## src/rtl/vchip_pkg.sv

```systemverilog
// vchip_pkg: default parameters and parameter sanity helper for virtual_chip_v2
package vchip_pkg;
  localparam int DEF_ADD_W = 4;
  localparam int DEF_OSC_DIV = 4;
  localparam int DEF_PAT_LEN = 8;
  localparam int DEF_CNT_W = 8;
  localparam logic [15:0] DEF_PATTERN = 16'h00b2;
  function automatic bit pat_len_ok(input int len);
    return len >= 2 && len <= 16;
  endfunction
endpackage

```

## src/rtl/virtual_chip_v2_if.sv

```systemverilog
// virtual_chip_v2_if: pin bundle between the tester pin driver and the virtual chip
interface virtual_chip_v2_if #(
  parameter int N_INV = 2,
  parameter int ADD_W = 4,
  parameter int CNT_W = 8
);
  logic [N_INV-1:0] inv_in;
  logic [N_INV-1:0] inv_out;
  logic osc_en;
  logic osc_out;
  logic [ADD_W-1:0] add_a;
  logic [ADD_W-1:0] add_b;
  logic add_ci;
  logic add_valid;
  logic [ADD_W-1:0] add_sum;
  logic add_co;
  logic add_valid_out;
  logic ser_in;
  logic ser_valid;
  logic ser_clr;
  logic overlap;
  logic match;
  logic [CNT_W-1:0] match_cnt;
  modport master(
    output inv_in, osc_en, add_a, add_b, add_ci, add_valid, ser_in, ser_valid, ser_clr, overlap,
    input inv_out, osc_out, add_sum, add_co, add_valid_out, match, match_cnt
  );
  modport slave(
    input inv_in, osc_en, add_a, add_b, add_ci, add_valid, ser_in, ser_valid, ser_clr, overlap,
    output inv_out, osc_out, add_sum, add_co, add_valid_out, match, match_cnt
  );
endinterface

```

## src/rtl/seq_recognizer.sv

```systemverilog
// seq_recognizer: serial pattern matcher with overlap control, clear and saturating match count
module seq_recognizer
  import vchip_pkg::*;
#(
  parameter int PAT_LEN = DEF_PAT_LEN,
  parameter logic [15:0] PATTERN = DEF_PATTERN,
  parameter int CNT_W = DEF_CNT_W
) (
  input  logic clk,
  input  logic rst_n,
  input  logic ser_in,
  input  logic ser_valid,
  input  logic ser_clr,
  input  logic overlap,
  output logic match,
  output logic [CNT_W-1:0] match_cnt
);
  localparam int FW = $clog2(PAT_LEN + 1);
  logic [PAT_LEN-1:0] hist, hist_nx;
  logic [FW-1:0] fill, fill_nx;
  logic hit;
  // the match is judged on the history as it will look after taking the incoming bit
  always_comb begin
    hist_nx = {hist[PAT_LEN-2:0], ser_in};
    fill_nx = (fill == FW'(PAT_LEN)) ? fill : fill + 1'b1;
    hit = ser_valid && fill_nx == FW'(PAT_LEN) && hist_nx == PATTERN[PAT_LEN-1:0];
  end
  // shift history, track fill, pulse match and count; clear beats an incoming bit
  always_ff @(posedge clk or negedge rst_n) begin
    if (!rst_n) begin
      hist <= '0;
      fill <= '0;
      match <= 1'b0;
      match_cnt <= '0;
    end else if (ser_clr) begin
      hist <= '0;
      fill <= '0;
      match <= 1'b0;
      match_cnt <= '0;
    end else begin
      match <= hit;
      if (ser_valid) begin
        hist <= hist_nx;
        fill <= (hit && !overlap) ? '0 : fill_nx;
      end
      if (hit && !(&match_cnt)) match_cnt <= match_cnt + 1'b1;
    end
  end
endmodule

```

## src/rtl/virtual_chip_v2.sv

```systemverilog
// virtual_chip_v2: known-good virtual DUT with inverters, oscillator, registered adder and recogniser
module virtual_chip_v2
  import vchip_pkg::*;
#(
  parameter int N_INV = 2,
  parameter int ADD_W = DEF_ADD_W,
  parameter int OSC_DIV = DEF_OSC_DIV,
  parameter int PAT_LEN = DEF_PAT_LEN,
  parameter logic [15:0] PATTERN = DEF_PATTERN,
  parameter int CNT_W = DEF_CNT_W
) (
  input logic clk,
  input logic rst_n,
  virtual_chip_v2_if.slave bus
);
  localparam int OW = (OSC_DIV > 1) ? $clog2(OSC_DIV) : 1;
  logic [OW-1:0] osc_cnt;
  if (!pat_len_ok(PAT_LEN)) begin : g_bad_len
    $error("virtual_chip_v2: PAT_LEN must be 2..16");
  end
  assign bus.inv_out = ~bus.inv_in;
  // divide clk: toggle every OSC_DIV enabled edges, park low when disabled
  always_ff @(posedge clk or negedge rst_n) begin
    if (!rst_n) begin
      osc_cnt <= '0;
      bus.osc_out <= 1'b0;
    end else if (!bus.osc_en) begin
      osc_cnt <= '0;
      bus.osc_out <= 1'b0;
    end else if (osc_cnt == OW'(OSC_DIV - 1)) begin
      osc_cnt <= '0;
      bus.osc_out <= ~bus.osc_out;
    end else begin
      osc_cnt <= osc_cnt + 1'b1;
    end
  end
  // register the sum on each operand strobe; result holds between strobes
  always_ff @(posedge clk or negedge rst_n) begin
    if (!rst_n) begin
      bus.add_sum <= '0;
      bus.add_co <= 1'b0;
      bus.add_valid_out <= 1'b0;
    end else begin
      bus.add_valid_out <= bus.add_valid;
      if (bus.add_valid)
        {bus.add_co, bus.add_sum} <= {1'b0, bus.add_a} + {1'b0, bus.add_b} + {{ADD_W{1'b0}}, bus.add_ci};
    end
  end
  seq_recognizer #(.PAT_LEN(PAT_LEN), .PATTERN(PATTERN), .CNT_W(CNT_W)) u_rec (
    .clk(clk),
    .rst_n(rst_n),
    .ser_in(bus.ser_in),
    .ser_valid(bus.ser_valid),
    .ser_clr(bus.ser_clr),
    .overlap(bus.overlap),
    .match(bus.match),
    .match_cnt(bus.match_cnt)
  );
endmodule

```

## src/flat_wrapper.sv

```systemverilog
// flat-port wrapper written by rule: the top's interface ports become plain ports
module virtual_chip_v2_flat import vchip_pkg::*;
#(
  parameter int N_INV = 2,
  parameter int ADD_W = DEF_ADD_W,
  parameter int OSC_DIV = DEF_OSC_DIV,
  parameter int PAT_LEN = DEF_PAT_LEN,
  parameter logic [15:0] PATTERN = DEF_PATTERN,
  parameter int CNT_W = DEF_CNT_W
)
  (clk, rst_n, bus_inv_in, bus_osc_en, bus_add_a, bus_add_b, bus_add_ci, bus_add_valid, bus_ser_in, bus_ser_valid, bus_ser_clr, bus_overlap, bus_inv_out, bus_osc_out, bus_add_sum, bus_add_co, bus_add_valid_out, bus_match, bus_match_cnt);
  virtual_chip_v2_if #(.N_INV(N_INV), .ADD_W(ADD_W), .CNT_W(CNT_W)) bus_i ();
  input logic clk;
  input logic rst_n;
  input wire logic [$bits(bus_i.inv_in)-1:0] bus_inv_in;
  input wire logic [$bits(bus_i.osc_en)-1:0] bus_osc_en;
  input wire logic [$bits(bus_i.add_a)-1:0] bus_add_a;
  input wire logic [$bits(bus_i.add_b)-1:0] bus_add_b;
  input wire logic [$bits(bus_i.add_ci)-1:0] bus_add_ci;
  input wire logic [$bits(bus_i.add_valid)-1:0] bus_add_valid;
  input wire logic [$bits(bus_i.ser_in)-1:0] bus_ser_in;
  input wire logic [$bits(bus_i.ser_valid)-1:0] bus_ser_valid;
  input wire logic [$bits(bus_i.ser_clr)-1:0] bus_ser_clr;
  input wire logic [$bits(bus_i.overlap)-1:0] bus_overlap;
  output wire logic [$bits(bus_i.inv_out)-1:0] bus_inv_out;
  output wire logic [$bits(bus_i.osc_out)-1:0] bus_osc_out;
  output wire logic [$bits(bus_i.add_sum)-1:0] bus_add_sum;
  output wire logic [$bits(bus_i.add_co)-1:0] bus_add_co;
  output wire logic [$bits(bus_i.add_valid_out)-1:0] bus_add_valid_out;
  output wire logic [$bits(bus_i.match)-1:0] bus_match;
  output wire logic [$bits(bus_i.match_cnt)-1:0] bus_match_cnt;
  assign bus_i.inv_in = bus_inv_in;
  assign bus_i.osc_en = bus_osc_en;
  assign bus_i.add_a = bus_add_a;
  assign bus_i.add_b = bus_add_b;
  assign bus_i.add_ci = bus_add_ci;
  assign bus_i.add_valid = bus_add_valid;
  assign bus_i.ser_in = bus_ser_in;
  assign bus_i.ser_valid = bus_ser_valid;
  assign bus_i.ser_clr = bus_ser_clr;
  assign bus_i.overlap = bus_overlap;
  assign bus_inv_out = bus_i.inv_out;
  assign bus_osc_out = bus_i.osc_out;
  assign bus_add_sum = bus_i.add_sum;
  assign bus_add_co = bus_i.add_co;
  assign bus_add_valid_out = bus_i.add_valid_out;
  assign bus_match = bus_i.match;
  assign bus_match_cnt = bus_i.match_cnt;
  virtual_chip_v2 #(.N_INV(N_INV), .ADD_W(ADD_W), .OSC_DIV(OSC_DIV), .PAT_LEN(PAT_LEN), .PATTERN(PATTERN), .CNT_W(CNT_W)) u_core (.clk(clk), .rst_n(rst_n), .bus(bus_i));
endmodule
```

## config.mk

```make
export PLATFORM = sky130hd
export DESIGN_NAME = virtual_chip_v2_flat
export DESIGN_NICKNAME = d
export VERILOG_FILES = /design/src/rtl/vchip_pkg.sv /design/src/rtl/virtual_chip_v2_if.sv /design/src/rtl/seq_recognizer.sv /design/src/rtl/virtual_chip_v2.sv /design/src/flat_wrapper.sv
export SDC_FILE = /design/constraint.sdc
export NUM_CORES = 1
export LEC_CHECK = 0
export CORE_ASPECT_RATIO = 0.75
export CORE_MARGIN = 4
export CORE_UTILIZATION = 50
export CTS_CLUSTER_SIZE = 30
export DETAILED_ROUTE_END_ITERATION = 6
export GPL_TIMING_DRIVEN = 1
export PLACE_DENSITY = 0.88
export REMOVE_ABC_BUFFERS = 1
export SLEW_MARGIN = 0
export SYNTH_ARGS = -nofsm -noshare
export SYNTH_HDL_FRONTEND = slang
export SYNTH_SLANG_ARGS = --single-unit
export TNS_END_PERCENT = 20
```

## constraint.sdc

```tcl
create_clock -name clk -period 3.7 [get_ports clk]
set_input_delay 0.37 -clock clk [delete_from_list [all_inputs] [get_ports clk]]
set_output_delay 0.37 -clock clk [all_outputs]
set_load 0.005 [all_outputs]
```

After elaboration in Yosys (flattened, before gate mapping)
Index checks and enable logic that the tools add are counted.
W data, S select, Z words.
- add/subtract/negate cells: 5
- equal/unequal tests: 5
- mux-type cells: 13
- bitwise logic cells: 2
- reduce and logical (&&, ||, !) cells: 9
- operators by type and width (cell ; count):
    $mux W4 ; 4
    $mux W8 ; 2
    $mux W7 ; 2
    $add A8 B1 Y8 const B ; 1
    $eq A4 B4 Y1 const B ; 2
    $eq A8 B8 Y1 const B ; 1
    $reduce_and A8 Y1 ; 1
    $add A4 B4 Y5 ; 1
    $add A5 B1 Y5 ; 1
    $add A4 B1 Y4 const B ; 1
    $logic_and A1 B1 Y1 ; 4
    $mux W2 ; 2
    $reduce_bool A2 Y1 ; 2
    $mux W1 ; 3
    $add A2 B1 Y2 const B ; 1
    $eq A2 B2 Y1 const B ; 1
    $logic_not A1 Y1 ; 2
    $ne A2 B1 Y1 const B ; 1
    $not A2 Y2 ; 1
    $not A1 Y1 ; 1
- flip-flop bits (word level): 29
- input bits: 19
- output and inout bits: 18
- word-level logic and storage cells: 43

Logic depth before layout (Yosys ltp)
- depth after elaboration: 9
- mapped depth: 8
- depth with buffers taken out: 7

Cells and area by module
From an unflattened synthesis, not the netlist that was laid out.
- cells, all modules: 152
- area, all modules: 1567.8 sq um
- modules (own cells, without submodules) (module ; instances ; cells each ; area each (sq um) ; sequential area each (sq um)):
    seq_recognizer ; 1 ; 112 ; 1086.0 ; 500.5
    virtual_chip_v2 ; 1 ; 40 ; 481.7 ; 225.2

Worst setup path after synthesis
No wires, ideal clock.
- path type: register to register
- start: register u_core.u_rec.fill[0]
- end: register u_core.u_rec.match_cnt[6]
- setup time: 94 ps
- arrival time: 2071 ps
- data required time: 3606 ps
- path slack: 1535 ps
- cell stages (with the launch flop): 9
- path buffers: 1
- period minus slack after synthesis: 2165 ps
- path through: dfrtp_1 > inv_1 > ha_1 > nor4b_1 > and3_1 > nand4_2 > buf_6 > or3_1 > a211oi_1
- word-level cells in the longest chain between the ends: 7
- elaborated cells on any way between the ends: 8
- classes of those cells: 1 x add/sub; 2 x eq/ne; 1 x mux; 4 x reduce/logical
- ends and longest elaborated chain (element ; line ; source):
    from (decl) ; seq_recognizer.sv:20 ; logic [FW-1:0] fill, fill_nx;
    from (signal assigned) ; seq_recognizer.sv:44 ; fill <= (hit && !overlap) ? '0 : fill_nx;
    $add A4 B1 Y4 or $eq A4 B4 Y1 (tied branches) ; seq_recognizer.sv:25 ; fill_nx = (fill == FW'(PAT_LEN)) ? fill : fill + 1'b1;
    $mux W4 * ; seq_recognizer.sv:25 ;
    $eq A4 B4 Y1 * ; seq_recognizer.sv:26 ; hit = ser_valid && fill_nx == FW'(PAT_LEN) && hist_nx == PATTERN[PAT_LEN-1:0];
    $logic_and A1 B1 Y1 * (2 in a row) ; seq_recognizer.sv:26 ;
    $logic_and A1 B1 Y1 * ; seq_recognizer.sv:46 ; if (hit && !(&match_cnt)) match_cnt <= match_cnt + 1'b1;
    $reduce_bool A2 Y1 (no line) * ; - ;
    to (signal assigned) ; seq_recognizer.sv:46 ;
    to (decl) ; seq_recognizer.sv:16 ; output logic [CNT_W-1:0] match_cnt
Every way passes the cells marked *; elsewhere a longest branch is shown, timed or not.
A chain may end at the register's enable or synchronous reset.

Final worst setup path
- start: register u_core.u_rec.fill[0]
- end: register u_core.u_rec.match_cnt[4]
The elaborated chain is that of the path after synthesis.

==> results list <==
* Number of H-tree levels: 2
* Routed vias/inst: roughly 5.5
* Layout Skew: around 0.0051 ns
- Final WL: 3310 µm
- Number of synthesized flops with an enable pin: 0
- Once the clock tree was built, the setup fixing pass inserted 0 buffers.
* Result of the run: finished clean
* Type of the most critical hold path: reg -> reg
- Mapped Area: roughly 1600 µm²
* Effective utilization at floorplan: between 50% and 60%
- Final number of setup-violating endpoints: 0
- Across the VDD grid, the largest voltage drop is approximately 200 µV.
- Synthesized area per cell: around 10 µm²
- Non-filler cells, final: 230
- CTS tree: yes
- The die covers just over 4000 µm².
- Total grt overflow: 0
- Leakage power figure: around 0.93 nW
- The worst setup path is captured at a register.
* Setup slack after layout: around 1.2 ns
- After the first detailed-routing iteration, the DRC count stood at 57.
- Summed over its instances, the top area cell type makes up between 40% and 50% of the synthesized netlist area.
- Arr. time, crit path: around 2.7 ns
* Maximum fanout along the worst path: 14
* Yosys Warn Count: 0
- Total power density per cell area: 393 nW/µm²
- Across all layers, the routed design uses 1265 vias.
* Estimated wirelength of the detail-placed design: ~2400 µm
- In this run, synthesis produced a sequential element count of 29.
* Number of gates resized after cts: 0
- Hold Violations, Final: 0
- TritonCTS created 5 clock buffers.
* Inserted Diodes: 0
- Counting every instance in the synthesized netlist gives about 150.
* Number of clock sinks: 29
- By area the synthesized netlist is led by sky130_fd_sc_hd__dfrtp_1, sky130_fd_sc_hd__mux2i_1, sky130_fd_sc_hd__ha_1, sky130_fd_sc_hd__nor2_1, sky130_fd_sc_hd__a21oi_1.
- Share of layout cells above drive strength 1: roughly a tenth
- Number of port buffers: 36
- Compared with the post-synthesis result, the final layout area differs by 32.1%.
* Die Wd: 72.8 µm
- The tool flagged a number of max-cap violations equal to 0.
* Actual transition at the worst max-transition pin: 0.796 ns
- The floorplan step defined a core boundary enclosing slightly below 3000 µm².
- Cell type contributing the most total cell area after synthesis: sky130_fd_sc_hd__dfrtp_1
* Slew Limit Fails: 0
- The endpoint identified for the worst register-to-register timing path is u_core.u_rec.match_cnt[4]$_DFFE_PN0P_.
* Kind of launch point of the worst setup path: register
* Routed wire length per instance: 14.4 µm
- Following the worst setup path forward leads to its endpoint at u_core.u_rec.match_cnt[4]$_DFFE_PN0P_.
- Async set or reset register ratio after synthesis: 100%
* Remaining DRCs: 0
* R2r startpoint: u_core.u_rec.fill[0]$_DFFE_PN0P_
- The floorplan step set the die height to 56.6 µm.
- I/O pin count: 37
- Gp weighted congestion: around 0.76
* Global-route wire length before repair: about 5700 µm
- Register area share after synthesis: a little under half
* FF-to-FF path depth: 7
* Global-route usage over all layers: between 15 and 20%
- Cell Rows: 17
- Measured against its own limit, the worst slew margin works out to 46.8%.
- Setup repair after global routing missed its margin: false
- Number of unique standard cell types used by synthesis: 35
- Maximum root-to-sink buffer count: 2
- Via count of the first global-routing pass: about 1400
- Total Power: 817 µW
- Leading cell types in the layout, fill and taps excluded: sky130_fd_sc_hd__clkdlybuf4s50_1, sky130_fd_sc_hd__dfrtp_1, sky130_fd_sc_hd__nor2_1
- WS Path Type: reg -> reg
- Main synth FF type: sky130_fd_sc_hd__dfrtp_1
* Antenna violations before repair: 0
* Worst slack, placed: 1.13 ns
- The number of placed instances, taps included, is between 200 and 250.
* Clock latency reported for the late side of the worst-skew pair: between 0.2 and 0.3 ns
- Pin count of the biggest net entering global routing: 30
- In this run the remaining antenna-violating nets after routing total 0.
- The library cell used most frequently in the layout, excluding fill and tap cells, is sky130_fd_sc_hd__clkdlybuf4s50_1.
- Clock slew at reported path FFs: 0.06 ns
- Setup TNS: 0 ns
- For flop-to-flop paths, the worst setup slack is ~1.2 ns.
- The tree is rooted in a sky130_fd_sc_hd__clkbuf_8.
- Start point of the critical path: u_core.u_rec.fill[0]$_DFFE_PN0P_
- Ratio of final minimum period to clock period: between 60% and 70%
- Maximum achievable frequency: 395 MHz
- At the worst endpoint, the required time is 3.89 ns.
* Quantity of hold-fixing buffers added after cts: 0
* Length of the first detailed-routing pass in iterations: 4
- Final Critical Period: 2.53 ns
- Final layout net count: roughly 220
==> logic make-up after synthesis <==
family / share of synthesized area (%)
muxes: 9.85
AOI/OAI and AO/OA: 8.90
adders and majority gates: 8.10
buffers and inverters: 5.24
DFF: 46.1
and+or+nand+nor: 19.6
xor gates and xnor gates: 2.22
==> where the power goes <==
group,switching [mW],total (mW),internal (mW)
registers,0.0169,0.353,0.336
logic,0.0494,0.120,0.0709
clock network,0.125,0.344,0.219
total,0.192,0.817,0.626
==> metal layers <==
layer	global-route usage [%]	part of all wire, %	vias up	wire [µm]
li1	-	-	607	-
met1	22.5	43	596	1440
met2	27.4	48	55	1570
met3	6.80	6.9	7	230
met4	8.16	2.0	0	67
met5	0	0	-	0
==> synth_stat cells (all sizes together), types with 2 or more instances <==
master and n:
dfrtp 29, nor2 17, inv 12, mux2i 11, a21oi 9, ha 7
o31ai 6, and3 5, nand3 5, mux2 4, nand2 4, nor2b 4
or4 4, buf 3, clkbuf 3, nand2b 3, nand4 3, nor3 3
o21ai 3, xnor2 3, a211oi 2, a21o 2, and2 2, fa 2
==> critical path: stages (launching register included) <==
cell	delay [ns]
sky130_fd_sc_hd__dfrtp_1	0.46
sky130_fd_sc_hd__inv_1	0.10
sky130_fd_sc_hd__ha_1	0.32
sky130_fd_sc_hd__nor4b_1	0.28
sky130_fd_sc_hd__and3_1	0.22
sky130_fd_sc_hd__nand4_2	0.30
sky130_fd_sc_hd__or4_1	0.59
sky130_fd_sc_hd__a21oi_1	0.16
==> cell type report <==
cell class / instances / area, µm²
fillers: 220 / 897
flip-flops and latches: 29 / 726
repair buffers: 38 / 375
inverters: 12 / 45.0
well taps: 38 / 47.5
multi-input cells: 105 / 767
clock inverters: 2 / 37.5
clock buffers: 6 / 82.6
==> worst min path at each step <==
stage                           startpoint                            end  cells after the start
6_report       u_core.osc_cnt[0]$_DFF_PN0_    u_core.osc_cnt[0]$_DFF_PN0_                      1
5_1_grt        u_core.osc_cnt[0]$_DFF_PN0_    u_core.osc_cnt[0]$_DFF_PN0_                      1
4_1_cts        u_core.osc_cnt[0]$_DFF_PN0_    u_core.osc_cnt[0]$_DFF_PN0_                      1
3_5_place_dp   u_core.osc_cnt[0]$_DFF_PN0_    u_core.osc_cnt[0]$_DFF_PN0_                      1
3_3_place_gp   u_core.osc_cnt[0]$_DFF_PN0_    u_core.osc_cnt[0]$_DFF_PN0_                      1
2_1_floorplan                        rst_n  u_core.bus.add_co$_DFFE_PN0P_                      0
==> registers in the layout, summed over array words and instances, names as in the netlist <==
register	flops
u_core.bus.add_valid_out	1
u_core.bus.osc_out	1
u_core.bus.add_co	1
u_core.u_rec.match	1
u_core.bus.add_sum	4
u_core.u_rec.match_cnt	8
u_core.u_rec.fill	4
u_core.osc_cnt	2
u_core.u_rec.hist	7
==> through the flow <==
| stage | util [%] | hold WS (ns) | cell area (µm²) |
|---|---|---|---|
| after global placement | 65.8 | 0.425 | 1960 |
| after detailed placement | 65.8 | 0.452 | 1960 |
| after global routing | 69.9 | 0.478 | 2080 |
| after floorplan | - | 0.0744 | 1540 |
| final | 69.9 | 0.457 | 2080 |
| after CTS | 69.9 | 0.461 | 2080 |
No activity file was read; power rests on OpenSTA's default activity.
